==> src/rtl/regfile_alu_seq.sv <==
// Sequencer + ALU stage for a dual-read register file: one micro-op per 4 cycles.
// Optional REGFILE_ALU_MUL_EN turns op 7 into an 8-cycle shift-add MUL (otherwise op 7 is a NOP).
module regfile_alu_seq #(
  parameter int unsigned WIDTH = 8,
  parameter int unsigned AW    = 2
) (
  input  logic             clk,
  input  logic             rst_n,
  input  logic             instr_valid,
  output logic             instr_ready,
  input  logic [2:0]       op,
  input  logic [AW-1:0]    rd,
  input  logic [AW-1:0]    ra,
  input  logic [AW-1:0]    rb,
  input  logic [WIDTH-1:0] imm,
  output logic [AW-1:0]    RAA,
  output logic [AW-1:0]    RBA,
  output logic             RAE,
  output logic             RBE,
  input  logic [WIDTH-1:0] portA,
  input  logic [WIDTH-1:0] portB,
  output logic [WIDTH-1:0] D,
  output logic [AW-1:0]    WA,
  output logic             WE,
  output logic [WIDTH-1:0] result,
  output logic             flag_z,
  output logic             flag_c,
  output logic             done
);

  localparam logic [2:0] StIdle  = 3'd0;
  localparam logic [2:0] StRead  = 3'd1;
  localparam logic [2:0] StExec  = 3'd2;
  localparam logic [2:0] StWrite = 3'd3;
  localparam logic [2:0] StMul   = 3'd4;

  localparam logic [2:0] OpAdd = 3'd0;
  localparam logic [2:0] OpSub = 3'd1;
  localparam logic [2:0] OpAnd = 3'd2;
  localparam logic [2:0] OpOr  = 3'd3;
  localparam logic [2:0] OpXor = 3'd4;
  localparam logic [2:0] OpMov = 3'd5;
  localparam logic [2:0] OpLdi = 3'd6;
  localparam logic [2:0] OpMul = 3'd7;

  logic [2:0]       state_q;
  logic [2:0]       op_q;
  logic [AW-1:0]    rd_q;
  logic [WIDTH-1:0] imm_q;
  logic [WIDTH-1:0] opa_q;
  logic [WIDTH-1:0] opb_q;
  logic             carry_q;

  logic [WIDTH-1:0] alu_res;
  logic             alu_c;

  always_comb begin
    alu_res = '0;
    alu_c   = 1'b0;
    case (op_q)
      OpAdd:   {alu_c, alu_res} = {1'b0, opa_q} + {1'b0, opb_q};
      // Bit WIDTH of the extended difference is the borrow (A < B).
      OpSub:   {alu_c, alu_res} = {1'b0, opa_q} - {1'b0, opb_q};
      OpAnd:   alu_res = opa_q & opb_q;
      OpOr:    alu_res = opa_q | opb_q;
      OpXor:   alu_res = opa_q ^ opb_q;
      OpMov:   alu_res = opa_q;
      OpLdi:   alu_res = imm_q;
      default: alu_res = '0;
    endcase
  end

`ifdef REGFILE_ALU_MUL_EN
  localparam int unsigned CntW = $clog2(WIDTH);

  logic [CntW-1:0]    mul_cnt_q;
  logic [2*WIDTH-1:0] mul_acc_q;
  logic [2*WIDTH-1:0] mul_acc_next;

  // One multiplier bit per cycle, LSB first.
  always_comb begin
    mul_acc_next = mul_acc_q;
    if (opb_q[mul_cnt_q]) begin
      mul_acc_next = mul_acc_q + ({{WIDTH{1'b0}}, opa_q} << mul_cnt_q);
    end
  end
`endif

  always_ff @(posedge clk) begin
    if (!rst_n) begin
      state_q     <= StIdle;
      op_q        <= '0;
      rd_q        <= '0;
      imm_q       <= '0;
      opa_q       <= '0;
      opb_q       <= '0;
      carry_q     <= 1'b0;
      instr_ready <= 1'b1;
      RAA         <= '0;
      RBA         <= '0;
      RAE         <= 1'b0;
      RBE         <= 1'b0;
      D           <= '0;
      WA          <= '0;
      WE          <= 1'b0;
      result      <= '0;
      flag_z      <= 1'b0;
      flag_c      <= 1'b0;
      done        <= 1'b0;
`ifdef REGFILE_ALU_MUL_EN
      mul_cnt_q   <= '0;
      mul_acc_q   <= '0;
`endif
    end else begin
      WE   <= 1'b0;
      done <= 1'b0;
      case (state_q)
        StIdle: begin
          if (instr_valid) begin
            op_q        <= op;
            rd_q        <= rd;
            imm_q       <= imm;
            RAA         <= ra;
            RBA         <= rb;
            RAE         <= (op != OpLdi);
            RBE         <= (op != OpLdi);
            instr_ready <= 1'b0;
            state_q     <= StRead;
          end
        end
        StRead: begin
          opa_q   <= portA;
          opb_q   <= portB;
          RAE     <= 1'b0;
          RBE     <= 1'b0;
          state_q <= StExec;
`ifdef REGFILE_ALU_MUL_EN
          if (op_q == OpMul) begin
            mul_cnt_q <= '0;
            mul_acc_q <= '0;
            state_q   <= StMul;
          end
`endif
        end
        StExec: begin
          D       <= alu_res;
          WA      <= rd_q;
          carry_q <= alu_c;
          // Op 7 only reaches EXEC as a NOP: keep the done pulse, suppress the write.
          WE      <= (op_q != OpMul);
          done    <= 1'b1;
          state_q <= StWrite;
        end
        StWrite: begin
          if (WE) begin
            result <= D;
            flag_z <= (D == '0);
            flag_c <= carry_q;
          end
          instr_ready <= 1'b1;
          state_q     <= StIdle;
        end
`ifdef REGFILE_ALU_MUL_EN
        StMul: begin
          mul_acc_q <= mul_acc_next;
          mul_cnt_q <= mul_cnt_q + 1'b1;
          if (mul_cnt_q == CntW'(WIDTH - 1)) begin
            D       <= mul_acc_next[WIDTH-1:0];
            WA      <= rd_q;
            carry_q <= |mul_acc_next[2*WIDTH-1:WIDTH];
            WE      <= 1'b1;
            done    <= 1'b1;
            state_q <= StWrite;
          end
        end
`endif
        default: state_q <= StIdle;
      endcase
    end
  end

endmodule
==> config.mk <==
export PLATFORM = sky130hd
export DESIGN_NAME = regfile_alu_seq
export DESIGN_NICKNAME = d
export VERILOG_FILES = /design/src/rtl/regfile_alu_seq.sv
export SDC_FILE = /design/constraint.sdc
export NUM_CORES = 1
export LEC_CHECK = 0
export ABC_AREA = 1
export CORE_MARGIN = 2
export CORE_UTILIZATION = 35
export DETAILED_ROUTE_END_ITERATION = 10
export GPL_TIMING_DRIVEN = 1
export SLEW_MARGIN = 20
export SYNTH_ARGS = -nofsm -noshare
export SYNTH_HDL_FRONTEND = slang
export SYNTH_SLANG_ARGS = --single-unit
==> constraint.sdc <==
create_clock -name clk -period 2.2 [get_ports clk]
set_input_delay 0.22 -clock clk [delete_from_list [all_inputs] [get_ports clk]]
set_output_delay 0.22 -clock clk [all_outputs]
set_load 0.05 [all_outputs]
Word-level counts from Yosys, hierarchy flattened

Index checks and enable logic that the tools add are counted.

Register bits: 61
Bits of input ports: 36
Output and inout bits: 29
Word-level logic and storage cells: 54

$add $sub $neg: 2
Equal/unequal tests: 12
Mux-type cells: 9
Bitwise gates (word level): 3
Reductions and logical operators: 10

Operator list:

| cell                 | number |
|---|---|
| $pmux W8 S7          | 1 |
| $eq A3 B2 Y1 const B | 4 |
| $reduce_and A2 Y1    | 5 |
| $add A8 B8 Y9        | 1 |
| $eq A3 B3 Y1 const B | 3 |
| $pmux W3 S3          | 1 |
| $sub A8 B8 Y9        | 1 |
| $and A8 B8 Y8        | 1 |
| $logic_not A8 Y1     | 1 |
| $or A8 B8 Y8         | 1 |
| $xor A8 B8 Y8        | 1 |
| $eq A3 B1 Y1 const B | 2 |
| $logic_not A3 Y1     | 2 |
| $ne A3 B3 Y1 const B | 2 |
| $pmux W1 S2          | 3 |
| $reduce_bool A2 Y1   | 2 |
| $mux W1              | 3 |
| $mux W3              | 1 |
| $ne A2 B2 Y1 const B | 1 |

Longest topological paths before layout

Gate-level depths: netlist of run 1.

Depth after elaboration: 3
Depth in mapped cells: 14
Depth with buffers taken out: 14

Least setup slack after synthesis of run 1

Ideal clock, no wire load.

Path type: register to register
Start: register opa_q[0]
End: register D[6]
Library setup time: 113 ps
Arrival time: 1562 ps
Required time: 2087 ps
Setup slack: 524 ps
Cell stages (with the launch flop): 14
Buffers on the path: 0
Clock period less this slack: 1676 ps
Cell sequence: dfxtp_1 > inv_1 > ha_1 > fa_1 > inv_1 > nand2_1 > nand2_1 > nand3_1 > nand3_1 > nand2_1 > a21oi_1 > nand2_1 > nand2_1 > nand2_1

Longest elaborated chain between the ends: 2
Elaborated cells on any way between the ends: 3
Classes of those cells: add/sub (2); mux (1)

RTL lines:

| item                                           | line   | text |
|---|---|---|
| start: declaration                             | 50     | `logic [WIDTH-1:0] opa_q;` |
| start signal: assignment                       | 132    | `opa_q <= portA;` |
| $sub A8 B8 Y9 or $add A8 B8 Y9 (tied branches) | 63, 61 |  |
| $pmux W8 S7 *                                  | 60     | `case (op_q)` |
| end signal: assignment                         | 146    | `D <= alu_res;` |
| end: declaration                               | 22     | `output logic [WIDTH-1:0] D,` |

Every way passes the cells marked *; elsewhere a longest branch is shown, timed or not.
A chain may end at the register's enable or synchronous reset.

Worst setup path after layout of run 1

Start: register opa_q[0]
End: register carry_q

Longest elaborated chain between the ends: 2
Elaborated cells on any way between the ends: 3
Classes of those cells: add/sub (2); mux (1)

RTL lines:

| item                                           | line   | text |
|---|---|---|
| $sub A8 B8 Y9 or $add A8 B8 Y9 (tied branches) | 63, 61 |  |
| $pmux W1 S2 *                                  | 60     |  |
| end signal: assignment                         | 148    | `carry_q <= alu_c;` |
| end: declaration                               | 52     | `logic carry_q;` |

Marks and branches as above.

==> results of run 1 <==
[worst max-delay path, cell delays in order, from the launching register on]
cell	delay [ns]
dfxtp_1	0.34
inv_1	0.08
ha_1	0.22
fa_1	0.39
inv_1	0.07
nand2_1	0.07
nand2_1	0.09
and2_1	0.16
nand4_1	0.09
nand3_1	0.09
nand2_1	0.06
nand2_1	0.05
o21ai_0	0.06
[synthesized netlist by cell type (all sizes together), types with 2 or more instances]
cell    number  area (µm²)
nand2       81       304.0
inv         69       261.5
dfxtp       60        1201
o21ai       51       255.2
a21oi       49       249.0
nor2        42       172.7
ha          29       362.9
nand3       29       180.2
o22ai       10       62.56
clkbuf       9       33.78
buf          6       30.03
nor3         5       30.03
or2          4       25.03
nand4        3       18.77
a22o         2       17.52
clkinv       2       8.750
fa           2       40.04
nor4         2       12.51
[power breakdown]
part	switching (W)	leakage, nW	internal [W]
Clock	0.000497	0.0856	0.000412
Sequential	0.000228	0.491	0.00138
Combinational	0.00195	1.27	0.00101
Total	0.00267	1.85	0.00280
[state kept, by name, summed over array words and instances (netlist names), 2 cells and up]
signal,count
imm_q,8
opa_q,8
WA,2
RAA,2
D,8
opb_q,8
op_q,3
result,8
state_q,2
RBA,2
rd_q,2
[stage by stage]
step / hold slack (ns) / total power [W] / setup WS [ns] / cell area [µm²] / utilization (%)
global placement: 0.4448 / 0.004555 / 0.3600 / 4140 / 44.60
floorplan: 0.3543 / 0.003731 / 0.5240 / 3359 / -
detailed placement: 0.4472 / 0.004582 / 0.3514 / 4140 / 44.60
finish: 0.4588 / 0.005475 / 0.3288 / 4315 / 46.48
CTS: 0.4659 / 0.005510 / 0.3310 / 4315 / 46.48
global route: 0.4838 / 0.005959 / 0.09517 / 4315 / 46.48
[final timing paths]
path	to	from	depth (start not counted)
max	carry_q	opa_q[0]	12
min	imm_q[3]	imm_q[3]	2
min reg2reg	imm_q[3]	imm_q[3]	2
max reg2reg	carry_q	opa_q[0]	12
[layer usage]
layer,vias to the layer above,share of wire [%],global-route usage [%],wire (µm)
met5,-,0,0,0
met4,0,1.1,6.256,107
met3,7,3.2,3.694,300
met2,60,47,31.78,4500
met1,1505,48,24.99,4587
li1,1665,-,-,-
[kinds of logic (layout without fill, tap and decap cells)]
logic type	Yosys count	count (layout)	synth area share, %
AND/OR/NAND/NOR	168	168	22.53
AO/OA/AOI/OAI	122	122	19.78
buffers and inverters	86	155	9.944
flip-flops	60	60	35.75
adder cells (fa/ha/maj)	31	31	11.99
[area by class of cell]
cell class                      instances  share of cell area [%]
Multi-Input combinational cell        321                   42.27
Sequential cell                        60                   27.83
Timing Repair Buffer                   68                   15.83
Inverter                               71                   6.263
Tap cell                              129                   3.740
Clock buffer                            9                   2.870
Clock inverter                          7                   1.189
==> summary.txt, run 1 <==
Floorplan
  – Die area: 0.01040 mm²
  – Rows: 35
  – Top Ports: 65
  – Die Y: 102.0 µm
  – Initial Util: 36.19%
  – CORE AREA: 0.009284 mm²
  – Die W: 102.0 µm

Job
  – Max Cap Viol: 0

STA
  – Fin. max-slew vios: 0
  – Final setup TNS: 0 ns
  – Hold Violations, Final: 0
  – Max Freq: 0.5344 GHz
  – Post-route clock period utilization: 85.05%
  – Worst-Margin Slew: 0.5272 ns
  – Setup skew after layout: 0.007326 ns
  – Slew HR: 64.74%
  – RSZ-0062 raised after global routing: false
  – Setup violators final: 0
  – Tmin final: 1.871 ns

Global route
  – Global-route wire length before repair: 15370 µm
  – Total global routing overflow: 0
  – Antenna violations before repair: 0
  – Total GRT Usage: 19.12%
  – Vias in the first global route: 3096
  – Largest net degree at the start of global routing: 48

Critical path
  – Startpoint types: flop
  – Worst EP arrival: 2.11 ns
  – Reg2reg setup slack: 0.33 ns
  – CP Class: flop to flop
  – CP Capture Type: flop
  – Crit Path Max Fanout: 4
  – CP required: 2.44 ns

CTS
  – Clock-pin slew on the worst setup and hold paths: 0.08 ns
  – Post-CTS Hold Buffers: 0
  – Post-CTS Setup Bufs: 0
  – Post_cts resized: 0
  – Clock root cell: clkbuf_8
  – Num CTS Buffers: 9
  – Clock Latency Late Sink: 0.34 ns
  – Clock sink total: 60
  – TritonCTS clock tree: yes
  – CTS Buffer Depth: 2
  – H-tree depth: 3

Final layout
  – Ant. Diodes: 0
  – Nets@finish: 598
  – Post-Layout Cell Count: 665
  – Filler cells: 996
  – Leading cell type in the layout, fill and taps excluded: nand2_1
  – Storage cell area: 0.001201 mm²
  – Share of post-route cells with drive strength above 1: 7.090%
  – Most frequent cells in the layout: nand2_1, clkdlybuf4s50_1, inv_1, dfxtp_1, o21ai_0
  – Area grow syn2layout: 28.45%
  – Area of the multi-input gates: 0.001824 mm²

Synth
  – Seq/Total Area, Yosys: 35.75%
  – Syn nets: 534
  – Flip-flop and latch count after synthesis: 60
  – Synthesis warning total: 0
  – Synthesized area per cell: 7.194 µm²
  – FFs w/ async S/R, synth: 0%
  – Number of synthesized flops with an enable pin: 0
  – Post-synth top flop: dfxtp_1
  – Distinct cell type count after synthesis: 43
  – Synth Cell Area: 0.003359 mm²
  – Cells after Synth: 467

Routing
  – Initial DRC Count: 122
  – Router iterations before antenna repair: 4
  – Drt drc: 0
  – Vias post-DR: 3237
  – Vias/cell: 4.868
  – ANT nets after route: 0
  – Routed WL: 9496 µm
  – DR WL/cell: 14.28 µm

Pwr
  – Pwr/cell area: 1269 mW/mm²
  – Peak supply drop: 0.7570 mV
  – Leakage: 1.850 nW

Worst hold path
  – Hold/Removal Path Class: flop to flop

Run status
  – Status: complete, no violations

Placed design
  – Placed cells: 649
  – Placer's final routability congestion estimate: 0.8674
  – Final HPWL DP: 7096 µm
  – Port bufs: 64
Note: power is estimated with default switching activity, not from simulation.
==> run 2, diff against run 1 <==
- CTS_BUF_LIST: default -> sky130_fd_sc_hd__clkbuf_16
==> summary.txt, run 2 (same netlist as run 1, synthesis figures left out) <==
Global route
  – Largest net degree at the start of global routing: 48 (unchanged)
  – Global-route wire length before repair: 15440 µm (+0.45%)
  – Vias in the first global route: 3111 (+0.48%)
  – Total global routing overflow: 0 (unchanged)
  – Antenna violations before repair: 0 (unchanged)
  – Total GRT Usage: 19.25% (+0.13 points)

Final layout
  – Storage cell area: 0.001201 mm² (unchanged)
  – Ant. Diodes: 0 (unchanged)
  – Filler cells: 981 (-1.5%)
  – Nets@finish: 598 (unchanged)
  – Area of the multi-input gates: 0.001824 mm² (unchanged)
  – Post-Layout Cell Count: 665 (unchanged)
  – Area grow syn2layout: 31.47%
  – Leading cell type in the layout, fill and taps excluded: nand2_1
  – Most frequent cells in the layout: nand2_1, clkdlybuf4s50_1, inv_1, dfxtp_1, o21ai_0
  – Post-Layout Inst Area: 0.004417 mm² (+2.3%)
  – Share of post-route cells with drive strength above 1: 7.090% (unchanged)

Placed design
  – Port bufs: 64 (unchanged)
  – Final HPWL DP: 7096 µm (unchanged)
  – Placed cells: 649 (unchanged)
  – Placer's final routability congestion estimate: 0.8674 (unchanged)
  – Placed cell area: 0.004140 mm² (unchanged)

Critical path
  – CP required: 2.43 ns (about the same)
  – Worst EP arrival: 2.09 ns (-0.02 ns)
  – CP Class: flop to flop
  – Crit Path Max Fanout: 4 (unchanged)
  – CP Capture Type: flop
  – Startpoint types: flop

Worst hold path
  – Hold/Removal Path Class: flop to flop

Floorplan
  – CORE AREA: 0.009284 mm² (unchanged)
  – Rows: 35 (unchanged)
  – Die W: 102.0 µm (unchanged)
  – Die area: 0.01040 mm² (unchanged)
  – Die Y: 102.0 µm (unchanged)
  – Top Ports: 65 (unchanged)
  – Initial Util: 36.19% (unchanged)

Routing
  – Routed WL: 9556 µm (+0.63%)
  – Router iterations before antenna repair: 4 (unchanged)
  – DR WL/cell: 14.37 µm (+0.63%)
  – Vias/cell: 4.838 (-0.62%)
  – Initial DRC Count: 151 (+24%)
  – Drt drc: 0 (unchanged)
  – ANT nets after route: 0 (unchanged)
  – Vias post-DR: 3217 (-0.62%)

STA
  – RSZ-0062 raised after global routing: false
  – Hold Violations, Final: 0 (unchanged)
  – Slew HR: 64.65% (-0.089 points)
  – Setup violators final: 0 (unchanged)
  – Worst-Margin Slew: 0.5285 ns (+0.001325 ns)
  – Post-route clock period utilization: 84.88% (-0.17 points)
  – Tmin final: 1.867 ns (-0.003700 ns)
  – Final setup TNS: 0 ns (unchanged)
  – Fin. max-slew vios: 0 (unchanged)
  – Hold_ws: 0.4563 ns (-0.002467 ns)
  – Setup skew after layout: 0.003077 ns (-0.004249 ns)
  – Max Freq: 0.5355 GHz (+0.20%)

CTS
  – CTS Buffer Depth: 2 (unchanged)
  – Num CTS Buffers: 9 (unchanged)
  – TritonCTS clock tree: yes
  – Clock-pin slew on the worst setup and hold paths: 0.06 ns (-0.02 ns)
  – Clock root cell: clkbuf_16
  – Post-CTS Setup Bufs: 0 (unchanged)
  – Post-CTS Hold Buffers: 0 (unchanged)
  – Post_cts resized: 0 (unchanged)
  – Clock Latency Late Sink: 0.33 ns (about the same)
  – H-tree depth: 3 (unchanged)
  – Clock sink total: 60 (unchanged)

Pwr
  – Leakage: 1.896 nW (+2.5%)
  – Peak supply drop: 0.7597 mV (+0.36%)
  – Pwr/cell area: 1330 mW/mm² (+4.8%)

Job
  – Max Cap Viol: 0 (unchanged)

Run status
  – Status: complete, no violations
-- run 2: metrics by stage --
step	setup slack, ns	power (W)	util, %
2_1_floorplan	0.5240	0.003731	-
3_3_place_gp	0.3600	0.004555	44.60
3_5_place_dp	0.3514	0.004582	44.60
4_1_cts	0.3300	0.005917	47.57
5_1_grt	0.09942	0.006362	47.57
6_report	0.3325	0.005872	47.57
-- run 2: final timing paths --
check        startpoint  endpoint  slack, ns  cells past startpoint
max            opa_q[0]      D[6]       0.33                     13
min            imm_q[3]  imm_q[3]       0.46                      2
max reg2reg    opa_q[0]      D[6]       0.33                     13
min reg2reg    imm_q[3]  imm_q[3]       0.46                      2
-- run 2: worst max-delay path, stage by stage, from the launching register on --
cell	delay (ns)
dfxtp_1	0.33
inv_1	0.08
ha_1	0.22
fa_1	0.39
inv_1	0.07
nand2_1	0.07
nand2_1	0.09
nand3_1	0.10
nand3_1	0.08
nand2_1	0.05
a21oi_1	0.12
nand2_1	0.06
nand2_1	0.05
nand2_1	0.04
-- run 2: routing by layer --
metal | global-route usage, % | vias up | routed length, µm
li1 | - | 1667 | -
met1 | 24.87 | 1485 | 4587
met2 | 32.24 | 56 | 4543
met3 | 3.694 | 9 | 314
met4 | 6.564 | 0 | 111
met5 | 0 | - | 0
-- run 2: cell type report --
cell class | instances | area share (%)
flip-flops and latches | 60 | 27.20
clock inverters | 7 | 1.161
multi-input cells | 321 | 41.30
repair buffers | 68 | 15.47
well taps | 129 | 3.654
clock buffers | 9 | 5.099
inverters | 71 | 6.119
-- run 2: power breakdown --
| part | total (W) | internal (W) | switching [W] |
|---|---|---|---|
| Sequential | 0.00161 | 0.00139 | 0.000227 |
| Combinational | 0.00295 | 0.00100 | 0.00195 |
| Clock | 0.00131 | 0.000764 | 0.000543 |
| Total | 0.00587 | 0.00316 | 0.00272 |
==> run 3, diff against run 2 <==
- clock period: 2.2 -> 2 ns (I/O delays scaled with it)
==> summary.txt, run 3 (same netlist as run 1, synthesis figures left out) <==
Placed design
  – Port bufs: 64 (unchanged)
  – Placer's final routability congestion estimate: 0.8733 (+0.68%)
  – Placement Setup Slack: 0.1443 ns (-0.2071 ns)
  – Placed cell area: 0.004135 mm² (-0.12%)
  – Placed cells: 650 (+0.15%)
  – Final HPWL DP: 7226 µm (+1.8%)

Critical path
  – Bufs and invs on worst path: 0 (-2)
  – R2R Path End: D[2]
  – CP peak stage delay: 0.43 ns (+0.04 ns)
  – Startpoint types: flop
  – Worst setup startpoint: opb_q[0]
  – R2R cell count: 7 (-6)
  – Reg2reg start: opb_q[0]
  – CP required: 2.22 ns (-0.21 ns)
  – Worst EP arrival: 2.04 ns (-0.05 ns)
  – CP Depth: 7 (-6)
  – Reg2reg setup slack: 0.18 ns (-0.16 ns)
  – Critical Path Sink: D[2]
  – CP Class: flop to flop
  – Family with the most delay on the worst path: adder cells
  – Cells along the critical path: ha_1 > fa_1 > or2_2 > a31oi_1 > nand3_1 > nand2_1 > o21ai_1
  – Crit Path Max Fanout: 3 (-1)
  – CP Capture Type: flop
  – CP max stage cell: fa_1

Floorplan
  – Top Ports: 65 (unchanged)
  – Die area: 0.01040 mm² (unchanged)
  – Die W: 102.0 µm (unchanged)
  – CORE AREA: 0.009284 mm² (unchanged)
  – Die Y: 102.0 µm (unchanged)
  – Initial Util: 36.19% (unchanged)
  – Rows: 35 (unchanged)

Run status
  – Status: complete, no violations

Final layout
  – Share of post-route cells with drive strength above 1: 7.836% (+0.75 points)
  – Post-Layout Inst Area: 0.004437 mm² (+0.45%)
  – Most frequent cells in the layout: nand2_1, clkdlybuf4s50_1, inv_1, dfxtp_1, o21ai_0
  – Area grow syn2layout: 32.07%
  – Ant. Diodes: 0 (unchanged)
  – Leading cell type in the layout, fill and taps excluded: nand2_1
  – Post-Layout Cell Count: 665 (unchanged)
  – Nets@finish: 599 (+0.17%)

Global route
  – Vias in the first global route: 3145 (+1.1%)
  – Largest net degree at the start of global routing: 34 (-29%)
  – Total global routing overflow: 0 (unchanged)
  – Antenna violations before repair: 0 (unchanged)
  – Total GRT Usage: 19.59% (+0.34 points)
  – Global-route wire length before repair: 15760 µm (+2.1%)

Routing
  – DR WL/cell: 14.33 µm (-0.29%)
  – Vias post-DR: 3266 (+1.5%)
  – Vias/cell: 4.911 (+1.5%)
  – Initial DRC Count: 105 (-30%)
  – Met3 wire len: 278 µm (-11%)
  – Metal2 WL: 4489 µm (-1.2%)
  – Drt drc: 0 (unchanged)
  – Router iterations before antenna repair: 6 (+2)
  – ANT nets after route: 0 (unchanged)
  – Highest routed layer: met4
  – Routed WL: 9528 µm (-0.29%)
  – Met1 Wirelength: 4605 µm (+0.39%)

STA
  – Post-route clock period utilization: 91.14% (+6.3 points)
  – Worst-Margin Slew: 0.5246 ns (-0.003941 ns)
  – RSZ-0062 raised after global routing: false
  – Fin. max-slew vios: 0 (unchanged)
  – Tmin final: 1.823 ns (-0.04472 ns)
  – Setup violators final: 0 (unchanged)
  – Slew HR: 64.92% (+0.26 points)
  – Setup skew after layout: 0.008926 ns (+0.005849 ns)
  – Min setup slack post-route: 0.1772 ns (-0.1553 ns)
  – Max Freq: 0.5486 GHz (+2.5%)
  – Final setup TNS: 0 ns (unchanged)
  – Hold Violations, Final: 0 (unchanged)

CTS
  – Clock sink total: 60 (unchanged)
  – TritonCTS clock tree: yes
  – CTS Buffer Depth: 2 (unchanged)
  – Clock-pin slew on the worst setup and hold paths: 0.06 ns (about the same)
  – H-tree depth: 3 (unchanged)
  – Clock root cell: clkbuf_16
  – Clock Latency Late Sink: 0.32 ns (about the same)
  – Num CTS Buffers: 9 (unchanged)
  – Post-CTS Hold Buffers: 0 (unchanged)

Job
  – Max Cap Viol: 0 (unchanged)

Worst hold path
  – Start point of the worst hold path: imm_q[3]
  – Hold depth: 2 (unchanged)
  – Hold/Removal Path Class: flop to flop

Pwr
  – Peak supply drop: 0.7469 mV (-1.7%)
  – Pwr/cell area: 1486 mW/mm² (+12%)
  – Leakage: 1.904 nW (+0.42%)
[run 3: worst reg2reg max path, stage by stage, from the launching register on]
cell and delay (ns):
dfxtp_1 0.32, ha_1 0.23, fa_1 0.43, or2_2 0.31, a31oi_1 0.17, nand3_1 0.13, nand2_1 0.08, o21ai_1 0.05
[run 3: power breakdown]
group	internal (W)	switching (W)	total, W	leakage (nW)
logic	0.00113	0.00217	0.00331	1.27
clock network	0.000945	0.000556	0.00150	0.140
registers	0.00153	0.000256	0.00179	0.492
total	0.00361	0.00298	0.00659	1.90
[run 3: repair_timing]
item,in CTS,in global routing
endpoints found under the setup margin,0,6
endpoints found under the hold margin,0,0
gates resized for setup,0,7
setup buffers,0,0
[run 3: layout make-up]
cell class / count / area [µm²]
clock buffer: 9 / 225.2
clock inverter: 6 / 56.30
fill: 987 / 4847
inverter: 71 / 270.3
multi-input combinational: 321 / 1842
sequential: 60 / 1204
tap: 129 / 161.4
timing repair buffer: 69 / 678.2
[run 3: per-stage QoR]
step	util, %	power [W]	hold WS [ns]
final	47.79	0.006591	0.4574
after global routing	47.79	0.007156	0.4951
after CTS	47.57	0.006579	0.4563
after detailed placement	44.54	0.005047	0.4488
after global placement	44.54	0.005009	0.4459
after floorplan	-	0.004104	0.3343
[run 3: how the worst min path moves through the flow]
stage / end
2_1_floorplan: RBE
3_3_place_gp: instr_ready
3_5_place_dp: imm_q[3]
4_1_cts: imm_q[3]
5_1_grt: imm_q[0]
6_report: imm_q[3]
[run 3: metal layers]
layer / up-vias / GRT usage [%]
met5: - / 0
li1: 1671 / -
met3: 12 / 3.420
met4: 0 / 6.359
met2: 67 / 32.14
met1: 1516 / 26.23
